$ cat src/rtl/camera_blob_writer.sv
// Thresholds a luminance pixel stream, accumulates per-frame bright-blob statistics and,
// at each frame end, writes a 6-word record (count, sums, bbox, sequence) to a shared-memory host port.
module camera_blob_writer #(
  parameter logic [7:0]  THRESH    = 8'd200,
  parameter int          X_W       = 10,
  parameter int          Y_W       = 9,
  parameter logic [31:0] BASE_ADDR = 32'h0000_0000
) (
  input  logic        clk,
  input  logic        reset,
  input  logic        frame_start,
  input  logic        line_start,
  input  logic        pix_valid,
  input  logic [7:0]  pix_data,
  output logic        mwe_host,
  output logic [31:0] host_addr,
  output logic [31:0] host_din,
  output logic        busy,
  output logic        overrun
);

  typedef enum logic [1:0] {S_IDLE, S_ACCUM, S_WRITE} state_t;

  localparam logic [X_W-1:0] XMAX   = {X_W{1'b1}};
  localparam logic [Y_W-1:0] YMAX   = {Y_W{1'b1}};
  localparam logic [19:0]    CNTMAX = 20'hFFFFF;

  state_t         state_q;
  logic [X_W-1:0] x_q, x_d, cur_x, minx_q, minx_d, maxx_q, maxx_d, minx_b, maxx_b;
  logic [Y_W-1:0] y_q, y_d, cur_y, miny_q, miny_d, maxy_q, maxy_d, miny_b, maxy_b;
  logic [19:0]    cnt_q, cnt_d, cnt_b;
  logic [31:0]    sx_q, sx_d, sx_b, sy_q, sy_d, sy_b;
  logic           hit;

  logic [31:0]    wr_sx_q, wr_sy_q, wr_min_q, wr_max_q, wr_word;
  logic [15:0]    seq_q;
  logic [2:0]     widx_q;
  logic           mwe_q, busy_q, overrun_q;
  logic [31:0]    addr_q, din_q;

  // A pixel coincident with a start pulse uses the post-update coordinate.
  always_comb begin
    cur_x = (frame_start || line_start) ? '0 : x_q;
    if (frame_start)                     cur_y = '0;
    else if (line_start && y_q != YMAX)  cur_y = y_q + 1'b1;
    else                                 cur_y = y_q;
    x_d = (pix_valid && cur_x != XMAX) ? cur_x + 1'b1 : cur_x;
    y_d = cur_y;
    hit = pix_valid && (pix_data >= THRESH);

    cnt_b  = frame_start ? '0   : cnt_q;
    sx_b   = frame_start ? '0   : sx_q;
    sy_b   = frame_start ? '0   : sy_q;
    minx_b = frame_start ? XMAX : minx_q;
    miny_b = frame_start ? YMAX : miny_q;
    maxx_b = frame_start ? '0   : maxx_q;
    maxy_b = frame_start ? '0   : maxy_q;

    cnt_d  = cnt_b;
    sx_d   = sx_b;
    sy_d   = sy_b;
    minx_d = minx_b;
    miny_d = miny_b;
    maxx_d = maxx_b;
    maxy_d = maxy_b;
    if (hit) begin
      cnt_d  = (cnt_b == CNTMAX) ? cnt_b : cnt_b + 1'b1;
      sx_d   = sx_b + {{(32-X_W){1'b0}}, cur_x};
      sy_d   = sy_b + {{(32-Y_W){1'b0}}, cur_y};
      minx_d = (cur_x < minx_b) ? cur_x : minx_b;
      miny_d = (cur_y < miny_b) ? cur_y : miny_b;
      maxx_d = (cur_x > maxx_b) ? cur_x : maxx_b;
      maxy_d = (cur_y > maxy_b) ? cur_y : maxy_b;
    end
  end

  // Words 1..5 come from the snapshot; word 0 is issued directly at the snapshot edge.
  always_comb begin
    wr_word = '0;
    case (widx_q)
      3'd1:    wr_word = wr_sx_q;
      3'd2:    wr_word = wr_sy_q;
      3'd3:    wr_word = wr_min_q;
      3'd4:    wr_word = wr_max_q;
      3'd5:    wr_word = {16'b0, seq_q};
      default: wr_word = '0;
    endcase
  end

  always_ff @(posedge clk) begin
    if (reset) begin
      state_q   <= S_IDLE;
      x_q       <= '0;
      y_q       <= '0;
      cnt_q     <= '0;
      sx_q      <= '0;
      sy_q      <= '0;
      minx_q    <= XMAX;
      miny_q    <= YMAX;
      maxx_q    <= '0;
      maxy_q    <= '0;
      wr_sx_q   <= '0;
      wr_sy_q   <= '0;
      wr_min_q  <= '0;
      wr_max_q  <= '0;
      seq_q     <= '0;
      widx_q    <= '0;
      mwe_q     <= 1'b0;
      busy_q    <= 1'b0;
      overrun_q <= 1'b0;
      addr_q    <= '0;
      din_q     <= '0;
    end else begin
      x_q    <= x_d;
      y_q    <= y_d;
      cnt_q  <= cnt_d;
      sx_q   <= sx_d;
      sy_q   <= sy_d;
      minx_q <= minx_d;
      miny_q <= miny_d;
      maxx_q <= maxx_d;
      maxy_q <= maxy_d;
      case (state_q)
        S_IDLE: begin
          if (frame_start) state_q <= S_ACCUM;
        end
        S_ACCUM: begin
          if (frame_start) begin
            wr_sx_q  <= sx_q;
            wr_sy_q  <= sy_q;
            wr_min_q <= {{(16-Y_W){1'b0}}, miny_q, {(16-X_W){1'b0}}, minx_q};
            wr_max_q <= {{(16-Y_W){1'b0}}, maxy_q, {(16-X_W){1'b0}}, maxx_q};
            seq_q    <= seq_q + 16'd1;
            widx_q   <= 3'd1;
            mwe_q    <= 1'b1;
            busy_q   <= 1'b1;
            addr_q   <= BASE_ADDR;
            din_q    <= {12'b0, cnt_q};
            state_q  <= S_WRITE;
          end
        end
        S_WRITE: begin
          // A frame end during the write loses that frame; the record in flight is untouched.
          if (frame_start) overrun_q <= 1'b1;
          if (widx_q == 3'd6) begin
            mwe_q   <= 1'b0;
            busy_q  <= 1'b0;
            state_q <= S_ACCUM;
          end else begin
            addr_q <= BASE_ADDR + {27'b0, widx_q, 2'b00};
            din_q  <= wr_word;
            widx_q <= widx_q + 3'd1;
          end
        end
        default: state_q <= S_IDLE;
      endcase
    end
  end

  assign mwe_host  = mwe_q;
  assign host_addr = addr_q;
  assign host_din  = din_q;
  assign busy      = busy_q;
  assign overrun   = overrun_q;

endmodule

$ cat config.mk
export PLATFORM = sky130hd
export DESIGN_NAME = camera_blob_writer
export DESIGN_NICKNAME = d
export VERILOG_FILES = /design/src/rtl/camera_blob_writer.sv
export SDC_FILE = /design/constraint.sdc
export NUM_CORES = 1
export LEC_CHECK = 0
export ABC_AREA = 1
export CORE_MARGIN = 2
export CORE_UTILIZATION = 55
export DETAILED_ROUTE_END_ITERATION = 10
export GPL_ROUTABILITY_DRIVEN = 0
export PLACE_DENSITY_LB_ADDON = 0.25
export REMOVE_ABC_BUFFERS = 1
export SETUP_SLACK_MARGIN = 0.05
export SKIP_CTS_REPAIR_TIMING = 1
export SLEW_MARGIN = 20
export SYNTH_ARGS = -nofsm -noshare
export SYNTH_HDL_FRONTEND = slang
export SYNTH_SLANG_ARGS = --single-unit
$ cat constraint.sdc
create_clock -name clk -period 3.15 [get_ports clk]
set_clock_uncertainty 0.1 [all_clocks]
set_input_delay 0.63 -clock clk [delete_from_list [all_inputs] [get_ports clk]]
set_output_delay 0.63 -clock clk [all_outputs]
set_load 0.05 [all_outputs]
==> run summary <==
Result of the run = complete, no violations
Slew of the pin with the lowest slew margin = 0.993 ns
IO Port Bufs = 47
Largest delay share family, worst path = simple AND/OR/NAND/NOR gates
Delay of the slowest cell on the worst path = 0.34 ns
Dominant cell type by area after synthesis = sky130_fd_sc_hd__dfxtp_1
Fillers = 2436
HPWL after detailed placement = 31400 um
Critical path capture point type = register
Post-route ant nets = 0
Setup violators final = 0
DR WL/cell = 16.1 um
Global routing usage summed across all routing layers = 0.291
Vias in the first global route = 15100
Maximum number of pins on one net before global-route repair = 73
Cell at the slowest stage of the critical path = sky130_fd_sc_hd__dfxtp_2
Proportion of synthesized chip area in sequential cells = 0.376
Setup TNS after final layout = 0 ns
Wire length of the first global-routing pass = 73500 um
Remaining design rule violation count = 0
Top-level I/O count = 80
Commonest register cell after synthesis = sky130_fd_sc_hd__dfxtp_1
Number of search-and-repair iterations in the first detailed-routing pass = 7
RSZ-0062 raised after global routing = yes
Fin nets = 2524
Vias = 16000
Async S/R FF share, synth = 0
Worst R2R Setup Slack = 0.02 ns
Setup crit start kind = register
Clock period minus worst slack = 3.13 ns
Clock tree from TritonCTS = built
Worst setup path class = reg -> reg
EDFF count, synth = 0
Worst min-delay path startpoint = wr_sy_q[4]$_SDFFE_PP0P_
Number of levels in the clock H-tree = 2
Data arrival, critical path = 3.44 ns
Gate Count Post-Synth = 2302
CTS sink cnt = 301
Share of cells above drive strength 1 = 0.157
Maximum buffer depth of the clock tree = 3
Final cell count without fillers = 2857
Netlist Area Pre-Place = 16000 sq um
Least setup slack across all paths after layout = 0.0196 ns
Count of routing violations after the opening detailed-route iteration = 1413
Number of cell instances on the worst register-to-register path = 19
WHS Endpoint = wr_sy_q[4]$_SDFFE_PP0P_
Critical path data required time = 3.46 ns
Fin. Hold Viols = 0
Fin. max-slew vios = 0
Flops & latches, synth = 301
Biggest fanout along the worst timing path = 8
Worst ir drop on vdd = 0.000307 V
Initial core utilization = 0.558
Pleak = 8.00 nW
Pwr dens = 473 nW/um^2
CP Cell Sequence = ha_4 > nand4_1 > nor2_1 > ha_2 > inv_2 > nand3_4 > nor2_4 > nand4_1 > nor2_2 > xnor2_1 > nor2_1 > buf_4 > ha_4 > nand2_4 > nor3_4 > a31oi_4 > nand2_4 > nor2_4 > nor3_2
Hold-critical path depth = 2
Standard cell core area = 28700 sq um
Mean post-synth cell area = 6.96 sq um
Number of max-cap violations = 0
Cts bufs inserted = 34
Crit path depth = 19
Synth area leaders = sky130_fd_sc_hd__dfxtp_1, sky130_fd_sc_hd__nand2_1, sky130_fd_sc_hd__nor2_1
Worst Hold Slack = 0.360 ns
CTS root buffer = sky130_fd_sc_hd__clkbuf_16
Capturing point of the worst reg2reg path = maxy_q[6]$_SDFF_PP0_
Synth top area share = 0.376
Vias per cell = 5.59
Part of the cycle the worst path needs = 0.994
Standard-cell rows = 62
Yosys warnings = 0
Overflow after GRT = 0
Clk Latency, worst-skew pair = 0.52 ns
Die area = 30500 sq um
Clock transition time at the flip-flop clock pins of the worst setup and hold paths = 0.06 ns
Number of antenna violations at the first check in global routing = 0
Die outline height = 175 um
Maximum operating frequency = 319 MHz
Classification of the worst-slack hold path = reg -> reg
Number of unique standard cell types used by synthesis = 57
Overall routed net length = 45900 um
Buf/Inv on CP = 2
Syn-to-layout area delta = 21.1%
Post-placement setup slack = -0.580 ns
Width of the chip = 175 um
Max-slew headroom = 0.338
Diodes inserted = 0
Number of placed cells counting well taps = 2785
FF-to-FF Start = y_q[1]$_SDFF_PP0_
## per-layer routing
layer	track usage	vias to the layer above	wire length, um
li1	-	7814	-
met1	0.383	7416	19700
met2	0.488	624	21400
met3	0.0329	114	3180
met4	0.113	0	1500
met5	0	-	0
## sequential cells by signal (all words and copies together) (netlist names), 2 cells and up
| signal | count |
|---|---|
| cnt_q | 20 |
| host_addr | 3 |
| host_din | 32 |
| maxx_q | 10 |
| maxy_q | 9 |
| minx_q | 10 |
| miny_q | 9 |
| seq_q | 16 |
| state_q | 2 |
| sx_q | 32 |
| sy_q | 32 |
| widx_q | 3 |
| wr_max_q | 19 |
| wr_min_q | 19 |
| wr_sx_q | 32 |
| wr_sy_q | 32 |
| x_q | 10 |
| y_q | 9 |
## cell usage after synthesis (9+ instances only)
cell and number:
sky130_fd_sc_hd__o21a_1 9, sky130_fd_sc_hd__a31oi_1 10, sky130_fd_sc_hd__buf_2 13, sky130_fd_sc_hd__buf_4 32, sky130_fd_sc_hd__nand3_2 12, sky130_fd_sc_hd__dfxtp_1 301, sky130_fd_sc_hd__nor4_1 14, sky130_fd_sc_hd__ha_1 60
sky130_fd_sc_hd__nand2_1 357, sky130_fd_sc_hd__nand4_1 40, sky130_fd_sc_hd__o21ai_0 230, sky130_fd_sc_hd__nand3_1 85, sky130_fd_sc_hd__o211ai_1 15, sky130_fd_sc_hd__nor2_2 15, sky130_fd_sc_hd__nor3_1 43, sky130_fd_sc_hd__nand2_2 15
sky130_fd_sc_hd__inv_1 270, sky130_fd_sc_hd__xor2_1 13, sky130_fd_sc_hd__clkbuf_1 79, sky130_fd_sc_hd__nor2_1 330, sky130_fd_sc_hd__a22o_1 10, sky130_fd_sc_hd__a21oi_1 240
## through the flow
stage | cell area [sq um] | power [W] | util
after floorplan | 15400 | 0.00465 | -
after global placement | 17700 | 0.00498 | 0.617
after detailed placement | 17700 | 0.00500 | 0.617
after CTS | 18900 | 0.00915 | 0.658
after global routing | 19400 | 0.00948 | 0.676
final | 19400 | 0.00918 | 0.676
## how the worst max path moves through the flow
stage | start | end | slack (ns)
after floorplan | frame_start | seq_q[4]$_SDFFE_PP0P_ | -4.87
after global placement | line_start | sx_q[29]$_SDFF_PP0_ | -0.48
after detailed placement | line_start | sx_q[25]$_SDFF_PP0_ | -0.58
after CTS | y_q[1]$_SDFF_PP0_ | maxy_q[7]$_SDFF_PP0_ | -0.08
after global routing | y_q[1]$_SDFF_PP0_ | maxy_q[6]$_SDFF_PP0_ | -0.16
final | y_q[1]$_SDFF_PP0_ | maxy_q[6]$_SDFF_PP0_ | 0.02
## cells by family after synthesis
kind of cell / share of synthesized area
xor+xnor: 0.0104
other cells: 0.000234
fa+ha+maj: 0.0481
compound gates: 0.192
simple gates: 0.263
flops: 0.376
buf+inv: 0.111
## cells in the final DEF (no fill, tap or decap), types with 7 or more instances in the layout
cell                              Yosys  layout
sky130_fd_sc_hd__nand2_1            357     342
sky130_fd_sc_hd__nor2_1             330     320
sky130_fd_sc_hd__dfxtp_1            301     297
sky130_fd_sc_hd__inv_1              270     261
sky130_fd_sc_hd__a21oi_1            240     232
sky130_fd_sc_hd__o21ai_0            230     225
sky130_fd_sc_hd__buf_4               32     160
sky130_fd_sc_hd__nand3_1             85      78
sky130_fd_sc_hd__ha_1                60      52
sky130_fd_sc_hd__clkdlybuf4s50_1      0      44
sky130_fd_sc_hd__nand4_1             40      40
sky130_fd_sc_hd__nor3_1              43      37
sky130_fd_sc_hd__clkbuf_16            0      35
sky130_fd_sc_hd__conb_1               1      29
sky130_fd_sc_hd__nand2_2             15      23
sky130_fd_sc_hd__nand3_2             12      18
sky130_fd_sc_hd__nor2_2              15      18
sky130_fd_sc_hd__inv_2                7      16
sky130_fd_sc_hd__o211ai_1            15      15
sky130_fd_sc_hd__nand2_4              6      14
sky130_fd_sc_hd__nor4_1              14      14
sky130_fd_sc_hd__xor2_1              13      13
sky130_fd_sc_hd__nor2_4               3      10
sky130_fd_sc_hd__nor3_2               7      10
sky130_fd_sc_hd__a22o_1              10      10
sky130_fd_sc_hd__a31oi_1             10      10
sky130_fd_sc_hd__o21a_1               9       9
sky130_fd_sc_hd__o21ai_1              4       8
sky130_fd_sc_hd__buf_12               0       8
sky130_fd_sc_hd__a21oi_2              0       7
## tightest hold or removal path: cells and delay by family (launching register included)
family | cells | cell delay [ns]
buf+inv | 1 | 0.05
flops | 1 | 0.32
compound gates | 1 | 0.05
## report_power, final
part / total [W] / switching (W) / internal [W]
registers: 0.00405 / 0.0000886 / 0.00396
clock network: 0.00420 / 0.00161 / 0.00259
logic: 0.000933 / 0.000650 / 0.000283
## final cells by class
class,count,area (sq um),share of cell area
Multi-Input combinational cell,1611,8750,0.451
Timing Repair Buffer,221,1890,0.0975
Tap cell,384,480,0.0248
Clock buffer,46,977,0.0504
Sequential cell,301,6030,0.311
Inverter,281,1060,0.0548
Clock inverter,13,208,0.0107
Note: power is estimated with default switching activity, not from simulation.
